**src/rtl/mnist_feat_pkg.sv**
```systemverilog
// Shared constants and FSM state type for the tiny MNIST featurizer.
// Latency: n/a (package only).
// Backpressure: n/a (package only).
package mnist_feat_pkg;

  localparam int IMG_DIM = 28;  // image is IMG_DIM x IMG_DIM pixels
  localparam int POOL    = 4;   // block edge in pixels
  localparam int GRID    = 7;   // blocks per image edge
  localparam int NFEAT   = 49;  // GRID*GRID feature bits
  localparam int ACC_W   = 12;  // raw block sum width (16*255 = 4080)
  localparam int CNT_W   = 5;   // lit-pixel count width (max 16)

  typedef enum logic {
    COLLECT = 1'b0,
    DONE    = 1'b1
  } feat_state_e;

endpackage

```
**src/rtl/mnist_feat_row_acc.sv**
```systemverilog
// One block-row of accumulators, indexed by block column; add_sum is the post-add value.
// Latency: add_sum is combinational; accumulator update lands on the next clock edge.
// Backpressure: none; the caller qualifies add_en with its own handshake.
module mnist_feat_row_acc
  import mnist_feat_pkg::*;
#(
  parameter int W = ACC_W
) (
  input  logic         clk,
  input  logic         rst,
  input  logic         clr,
  input  logic         add_en,
  input  logic         add_first,
  input  logic [2:0]   add_idx,
  input  logic [W-1:0] add_val,
  output logic [W-1:0] add_sum
);

  logic [W-1:0] acc_q [GRID];
  logic [W-1:0] acc_d [GRID];

  // First pixel of a block restarts the sum, so every block row starts from zero.
  always_comb begin
    add_sum = (add_first ? '0 : acc_q[add_idx]) + add_val;
  end

  // Next-state: clear wins over add.
  always_comb begin
    acc_d = acc_q;
    if (clr) begin
      for (int i = 0; i < GRID; i++) begin
        acc_d[i] = '0;
      end
    end else if (add_en) begin
      acc_d[add_idx] = add_sum;
    end
  end

  // Accumulator storage with synchronous reset.
  always_ff @(posedge clk) begin
    if (rst) begin
      for (int i = 0; i < GRID; i++) begin
        acc_q[i] <= '0;
      end
    end else begin
      acc_q <= acc_d;
    end
  end

endmodule

```
**src/rtl/mnist_tiny_featurizer.sv**
```systemverilog
// Pools a 28x28 frame into 7x7 4x4-block threshold bits; MNIST_FEAT_PIX_THRESH_EN selects lit-pixel counting.
// Latency: out_valid rises the cycle after the final (784th or pix_last) pixel is accepted.
// Backpressure: pix_ready drops while a result is pending; result held until out_ready.
module mnist_tiny_featurizer
  import mnist_feat_pkg::*;
#(
  parameter int unsigned SUM_THRESH = 2040,
  parameter int unsigned PIX_THRESH = 128,
  parameter int unsigned CNT_THRESH = 8
) (
  input  logic             clk,
  input  logic             rst,
  input  logic [7:0]       pix_data,
  input  logic             pix_valid,
  input  logic             pix_last,
  output logic             pix_ready,
  output logic [NFEAT-1:0] out_bits,
  output logic             out_err,
  output logic             out_valid,
  input  logic             out_ready
);

`ifdef MNIST_FEAT_PIX_THRESH_EN
  localparam int AW = CNT_W;
`else
  localparam int AW = ACC_W;
`endif

  localparam logic [ACC_W-1:0] SUM_THR_W = ACC_W'(SUM_THRESH);
  localparam logic [7:0]       PIX_THR_W = 8'(PIX_THRESH);
  localparam logic [CNT_W-1:0] CNT_THR_W = CNT_W'(CNT_THRESH);
  localparam logic [4:0]       POS_MAX   = 5'(IMG_DIM - 1);

  feat_state_e      state_q, state_d;
  logic [4:0]       col_q, col_d;
  logic [4:0]       row_q, row_d;
  logic [NFEAT-1:0] out_bits_q, out_bits_d;
  logic             out_err_q, out_err_d;

  logic             pix_acc;
  logic             acc_clr;
  logic             add_first;
  logic             blk_end;
  logic             frame_end;
  logic [5:0]       feat_idx;
  logic [AW-1:0]    add_val;
  logic [AW-1:0]    add_sum;
  logic             feat_bit;
  logic             unused_cfg;

  assign pix_ready = (state_q == COLLECT);
  assign out_valid = (state_q == DONE);
  assign out_bits  = out_bits_q;
  assign out_err   = out_err_q;

  assign pix_acc   = pix_valid && (state_q == COLLECT);
  assign add_first = (row_q[1:0] == 2'd0) && (col_q[1:0] == 2'd0);
  assign blk_end   = (&row_q[1:0]) && (&col_q[1:0]);
  assign frame_end = (row_q == POS_MAX) && (col_q == POS_MAX);
  assign feat_idx  = 6'(row_q[4:2]) * 6'd7 + 6'(col_q[4:2]);

`ifdef MNIST_FEAT_PIX_THRESH_EN
  assign add_val    = AW'(pix_data >= PIX_THR_W);
  assign feat_bit   = (add_sum >= CNT_THR_W);
  assign unused_cfg = ^SUM_THR_W;
`else
  assign add_val    = AW'(pix_data);
  assign feat_bit   = (add_sum >= SUM_THR_W);
  assign unused_cfg = ^{PIX_THR_W, CNT_THR_W};
`endif

  mnist_feat_row_acc #(
    .W (AW)
  ) u_row_acc (
    .clk       (clk),
    .rst       (rst),
    .clr       (acc_clr),
    .add_en    (pix_acc),
    .add_first (add_first),
    .add_idx   (col_q[4:2]),
    .add_val   (add_val),
    .add_sum   (add_sum)
  );

  // Next-state: scan position, feature writes, frame termination and result handoff.
  always_comb begin
    state_d    = state_q;
    col_d      = col_q;
    row_d      = row_q;
    out_bits_d = out_bits_q;
    out_err_d  = out_err_q;
    acc_clr    = 1'b0;
    case (state_q)
      COLLECT: begin
        if (pix_acc) begin
          if (blk_end) begin
            out_bits_d[feat_idx] = feat_bit;
          end
          if (pix_last || frame_end) begin
            // Clean frame only when pix_last lands exactly on pixel 784.
            state_d   = DONE;
            out_err_d = !(pix_last && frame_end);
          end else if (col_q == POS_MAX) begin
            col_d = '0;
            row_d = row_q + 5'd1;
          end else begin
            col_d = col_q + 5'd1;
          end
        end
      end
      DONE: begin
        if (out_ready) begin
          state_d    = COLLECT;
          col_d      = '0;
          row_d      = '0;
          out_bits_d = '0;
          out_err_d  = 1'b0;
          acc_clr    = 1'b1;
        end
      end
      default: state_d = COLLECT;
    endcase
  end

  // State registers with synchronous reset; reset drops any partial frame or pending result.
  always_ff @(posedge clk) begin
    if (rst) begin
      state_q    <= COLLECT;
      col_q      <= '0;
      row_q      <= '0;
      out_bits_q <= '0;
      out_err_q  <= 1'b0;
    end else begin
      state_q    <= state_d;
      col_q      <= col_d;
      row_q      <= row_d;
      out_bits_q <= out_bits_d;
      out_err_q  <= out_err_d;
    end
  end

endmodule
```
**config.mk**
```make
export PLATFORM = sky130hd
export DESIGN_NAME = mnist_tiny_featurizer
export DESIGN_NICKNAME = d
export VERILOG_FILES = /design/src/rtl/mnist_feat_pkg.sv /design/src/rtl/mnist_feat_row_acc.sv /design/src/rtl/mnist_tiny_featurizer.sv
export SDC_FILE = /design/constraint.sdc
export NUM_CORES = 1
export LEC_CHECK = 0
export CORE_ASPECT_RATIO = 2
export CORE_MARGIN = 2
export CORE_UTILIZATION = 30
export CTS_BUF_LIST = sky130_fd_sc_hd__clkbuf_4 sky130_fd_sc_hd__clkbuf_8
export DETAILED_ROUTE_END_ITERATION = 8
export GPL_TIMING_DRIVEN = 0
export MAX_ROUTING_LAYER = met4
export PLACE_DENSITY = 0.5
export SETUP_SLACK_MARGIN = 0.05
export SLEW_MARGIN = 40
export SYNTH_ARGS = -nofsm -noshare
export SYNTH_HDL_FRONTEND = slang
export SYNTH_SLANG_ARGS = --single-unit
export TNS_END_PERCENT = 30
```
**constraint.sdc**
```tcl
create_clock -name clk -period 4.4 [get_ports clk]
set_clock_uncertainty 0.2 [all_clocks]
set_input_delay 0.66 -clock clk [delete_from_list [all_inputs] [get_ports clk]]
set_output_delay 0.66 -clock clk [all_outputs]
set_load 0.03 [all_outputs]
```
==> Flow_metrics.wiki <==
{| class="wikitable"
! Metric !! Value
|-
| Share of the synthesized area in the top cell type || 39.5%
|-
| Placed standard-cell area || 8380 sq um
|-
| RSZ-0062 raised after global routing || true
|-
| Mapped Area || 7340 sq um
|-
| Total count of hold-check failures in the final report || 0
|-
| Pwr/cell area || 294 nW/um^2
|-
| Static power due to leakage || 3.09 nW
|-
| Synth cell types || 53
|-
| Count of buffers from port buffering || 64
|-
| Top-level I/O count || 65
|-
| Overall Global Routing Usage || 18.8%
|-
| Period Utilization, post-route || 95.2%
|-
| Slew @ Worst Pin || 0.761 ns
|-
| Mean instance size in the synthesized netlist || 7.85 sq um
|-
| Starting Density || 30.3%
|-
| Worst hold slack || 0.257 ns
|-
| Average wire per standard cell || 17.2 microns
|-
| Synth-to-layout area growth || 23.1%
|-
| Number of sinks driven by the clock tree || 145
|-
| Layout cell share with drive strength beyond 1 || 11.7%
|-
| Diode insertion count for antenna repair || 0
|-
| CTS clock-pin slew for the worst setup and hold paths || 0.08 ns
|-
| Number of non-filler instances in the completed layout || 1325
|-
| Antenna violations before repair || 0
|-
| Area of the core region || 24200 sq um
|-
| Most used cell along the critical path || sky130_fd_sc_hd__buf_6
|-
| Crit-path leading delay family || compound AO/OA/AOI/OAI gates
|-
| Pins Over Slew Limit || 0
|-
| Min-Delay Path Class || flip-flop to flip-flop
|-
| Worst-case hold path end point || u_row_acc.acc_q[43]$_SDFFE_PP0P_
|-
| Status || complete, no violations
|-
| Net count, final || 1065
|-
| Congestion Overflow GR || 0
|-
| Placement row count || 81
|-
| Number of vias after detailed routing || 6840
|-
| Seq. cell area || 2900 sq um
|-
| Register-to-Register Setup Slack || 0.21 ns
|-
| Post-route minimum period || 4.19 ns
|-
| Warnings, synthesis || 0
|-
| Total iterations of the first detailed-routing run || 5
|-
| Cts hold-fix bufs || 0
|-
| CP Data Required Time || 4.55 ns
|-
| Count of mapped cells out of synthesis || 935
|-
| Share of flip-flops with an asynchronous set or reset || 0%
|-
| Routability-driven placement congestion ratio || 0.895
|-
| Maximum number of pins on one net before global-route repair || 17
|-
| Via count of the first global-routing pass || 6628
|-
| Data arrival time of the critical path || 4.34 ns
|-
| Number of instances in the placed design || 1289
|-
| Largest stage delay on the critical path || 0.54 ns
|-
| Depth of the worst register-to-register path || 16
|-
| Number of DRC markers in iteration 0 || 441
|-
| TritonCTS clock tree || done
|-
| Combined area of the multi-input logic cells || 4190 sq um
|-
| Most used flip-flop cell after synthesis || sky130_fd_sc_hd__dfxtp_1
|-
| Normalized max-slew margin || 49.1%
|-
| Worst skew pair latency || 0.46 ns
|-
| Count of state elements after synthesis || 145
|-
| Clock tree buffer depth || 2
|-
| Leading cell types by total area after synthesis || sky130_fd_sc_hd__dfxtp_1, sky130_fd_sc_hd__a21oi_1, sky130_fd_sc_hd__nor2_1, sky130_fd_sc_hd__nand2_1, sky130_fd_sc_hd__ha_1
|-
| Type of element launching the critical path || flip-flop
|-
| Count of antenna-violating nets left after detailed routing || 0
|-
| Classification of the worst setup path || flip-flop to flip-flop
|-
| Crit-path slowest cell || sky130_fd_sc_hd__mux4_2
|-
| Net Count, Synth || 976
|-
| Reg-to-Reg End || out_bits[21]$_SDFFE_PP0P_
|-
| Post-synth EDFFs || 0
|-
| Setup-violating endpoint count in the final report || 0
|-
| Total of fill cells in the finished design || 2541
|-
| Series of cell instances along the critical path || buf_6 > buf_8 > buf_12 > mux4_2 > a21oi_4 > nor2_1 > ha_2 > a21o_1 > a21oi_2 > a21oi_1 > o2111ai_1 > mux2_2 > buf_6 > buf_6 > nor3_1 > a21oi_1
|-
| Chip Width || 115 microns
|-
| Wire length of the first global-routing pass || 36400 microns
|-
| TritonCTS Buffers || 17
|-
| Count of buffer and inverter cells on the critical path || 5
|-
| Peak fanout along the critical path || 10
|-
| CTS root buf || sky130_fd_sc_hd__clkbuf_8
|-
| Drt via density || 5.16
|-
| WL final || 22800 microns
|-
| H-tree depth || 4
|-
| IR Drop Worst-Case VDD || 0.224 mV
|-
| Origin of the worst setup path || col_q[2]$_SDFFE_PP0P_
|-
| Hold path depth || 2
|-
| Final core occ || 37.3%
|-
| Die height || 225 microns
|-
| Number of max-capacitance violations reported || 0
|-
| Part of the Yosys area used for sequential elements || 39.5%
|-
| Estimated wirelength of the detail-placed design || 16400 microns
|-
| Remaining routing DRC violations || 0
|-
| RR Startpoint || col_q[2]$_SDFFE_PP0P_
|-
| Critical path capture point type || flip-flop
|-
| Cell accounting for the most synthesized area || sky130_fd_sc_hd__dfxtp_1
|-
| Post-route cell area || 9040 sq um
|-
| Timing-limited maximum frequency || 239 MHz
|-
| Die area || 25800 sq um
|-
| Beginning of the worst hold path || u_row_acc.acc_q[43]$_SDFFE_PP0P_
|}
[cell type report]
cell class / count / share of cell area (%)
repair buffers: 71 / 7.81
clock inverters: 11 / 1.54
clock buffers: 19 / 2.89
well taps: 290 / 4.01
multi-input cells: 699 / 46.4
plain buffers: 69 / 4.36
flip-flops and latches: 145 / 32.1
inverters: 21 / 0.872
[cells in the mapped netlist (3+ instances only)]
| cell type | number |
|---|---|
| sky130_fd_sc_hd__nor2_1 | 157 |
| sky130_fd_sc_hd__dfxtp_1 | 145 |
| sky130_fd_sc_hd__a21oi_1 | 133 |
| sky130_fd_sc_hd__nand2_1 | 124 |
| sky130_fd_sc_hd__o21ai_0 | 50 |
| sky130_fd_sc_hd__nor3_1 | 48 |
| sky130_fd_sc_hd__clkbuf_1 | 45 |
| sky130_fd_sc_hd__ha_1 | 23 |
| sky130_fd_sc_hd__inv_1 | 21 |
| sky130_fd_sc_hd__a211oi_1 | 14 |
| sky130_fd_sc_hd__mux2i_1 | 14 |
| sky130_fd_sc_hd__nand3_1 | 13 |
| sky130_fd_sc_hd__xnor2_1 | 12 |
| sky130_fd_sc_hd__nor3_2 | 11 |
| sky130_fd_sc_hd__a21oi_2 | 10 |
| sky130_fd_sc_hd__buf_2 | 10 |
| sky130_fd_sc_hd__mux4_2 | 10 |
| sky130_fd_sc_hd__xor2_1 | 9 |
| sky130_fd_sc_hd__buf_6 | 8 |
| sky130_fd_sc_hd__nor2b_1 | 8 |
| sky130_fd_sc_hd__buf_1 | 7 |
| sky130_fd_sc_hd__a21o_1 | 6 |
| sky130_fd_sc_hd__nand2b_1 | 6 |
| sky130_fd_sc_hd__fa_1 | 5 |
| sky130_fd_sc_hd__mux2_2 | 4 |
| sky130_fd_sc_hd__nand4_1 | 4 |
| sky130_fd_sc_hd__and2_1 | 3 |
| sky130_fd_sc_hd__o21ai_1 | 3 |
| sky130_fd_sc_hd__o22ai_1 | 3 |
[what timing repair did]
action                                  4_1_cts  5_1_grt
buffers inserted                              4        3
endpoints found under the setup margin       98       69
pin swaps                                     3        1
resized for setup                            26       19
[through the flow]
step | total power [mW] | worst slack [ns] | setup TNS (ns)
final | 2.66 | 0.210 | 0
after global placement | 1.55 | -1.28 | -73.64
after detailed placement | 1.56 | -1.02 | -59.37
after global routing | 2.76 | 0.0454 | 0
after CTS | 2.68 | 0.0520 | 0
after floorplan | 1.48 | 0.382 | 0
[tightest hold or removal path: cells and delay by family (launching register included)]
family | cells | cell delay (ns)
flops | 1 | 0.32
simple gates | 1 | 0.05
compound gates | 1 | 0.05
[flip-flops by register name (all words and copies together), names as in the netlist]
name and flops:
u_row_acc.acc_q 84, out_bits 49, col_q 5, row_q 5, out_err 1, out_valid 1
[power breakdown]
part	switching (mW)	total (mW)	internal, mW
clock network	0.526	1.11	0.580
logic	0.144	0.223	0.0783
registers	0.00761	1.33	1.32
total	0.678	2.66	1.98
[worst max-delay path by stage]
stage | endpoint | slack (ns) | cells after the start
5_1_grt | out_bits[45]$_SDFFE_PP0P_ | 0.05 | 18
3_5_place_dp | out_bits[39]$_SDFFE_PP0P_ | -1.02 | 18
4_1_cts | out_bits[36]$_SDFFE_PP0P_ | 0.05 | 21
3_3_place_gp | out_bits[44]$_SDFFE_PP0P_ | -1.28 | 18
6_report | out_bits[21]$_SDFFE_PP0P_ | 0.21 | 16
2_1_floorplan | out_bits[36]$_SDFFE_PP0P_ | 0.38 | 16
[cells in the final DEF, fill, tap and decap left out, types with 3 or more instances in the layout]
master / n
sky130_fd_sc_hd__xor2_1: 5
sky130_fd_sc_hd__fa_1: 4
sky130_fd_sc_hd__a211oi_1: 14
sky130_fd_sc_hd__nor2_1: 157
sky130_fd_sc_hd__buf_6: 9
sky130_fd_sc_hd__nand2b_1: 6
sky130_fd_sc_hd__o21ai_0: 50
sky130_fd_sc_hd__clkbuf_8: 19
sky130_fd_sc_hd__and2_1: 3
sky130_fd_sc_hd__a21o_1: 6
sky130_fd_sc_hd__clkbuf_4: 3
sky130_fd_sc_hd__bufinv_16: 3
sky130_fd_sc_hd__nor3_2: 10
sky130_fd_sc_hd__nor2b_1: 7
sky130_fd_sc_hd__ha_1: 21
sky130_fd_sc_hd__buf_2: 6
sky130_fd_sc_hd__xor2_2: 3
sky130_fd_sc_hd__dfxtp_1: 144
sky130_fd_sc_hd__a21oi_1: 129
sky130_fd_sc_hd__buf_1: 3
sky130_fd_sc_hd__mux4_2: 10
sky130_fd_sc_hd__nor3_1: 48
sky130_fd_sc_hd__o21ai_1: 3
sky130_fd_sc_hd__nand3_1: 13
sky130_fd_sc_hd__buf_12: 3
sky130_fd_sc_hd__clkbuf_1: 43
sky130_fd_sc_hd__a21oi_2: 13
sky130_fd_sc_hd__inv_1: 21
sky130_fd_sc_hd__nand4_1: 4
sky130_fd_sc_hd__mux2_2: 4
sky130_fd_sc_hd__o22ai_1: 3
sky130_fd_sc_hd__clkinv_2: 5
sky130_fd_sc_hd__nand2_1: 124
sky130_fd_sc_hd__mux2i_1: 13
sky130_fd_sc_hd__xnor2_1: 10
sky130_fd_sc_hd__clkdlybuf4s50_1: 64
sky130_fd_sc_hd__buf_4: 7
[layer usage]
metal	track usage (%)	vias to the layer above	share of wire, %
met4	4.96	0	1.3
met3	3.07	21	4.8
met1	25.6	3259	47
met2	28.8	183	47
met5	-	-	0
li1	-	3377	-
[cell families (layout without fill, tap and decap cells)]
family / after synthesis / in the layout / share of synthesized area, %
simple gates: 386 / 386 / 23.1
buf+inv: 91 / 191 / 5.64
mux: 28 / 28 / 5.59
fa+ha+maj: 28 / 28 / 5.28
xor+xnor: 21 / 21 / 2.50
compound gates: 236 / 236 / 18.4
flops: 145 / 145 / 39.5
Note: power is estimated with default switching activity, not from simulation.
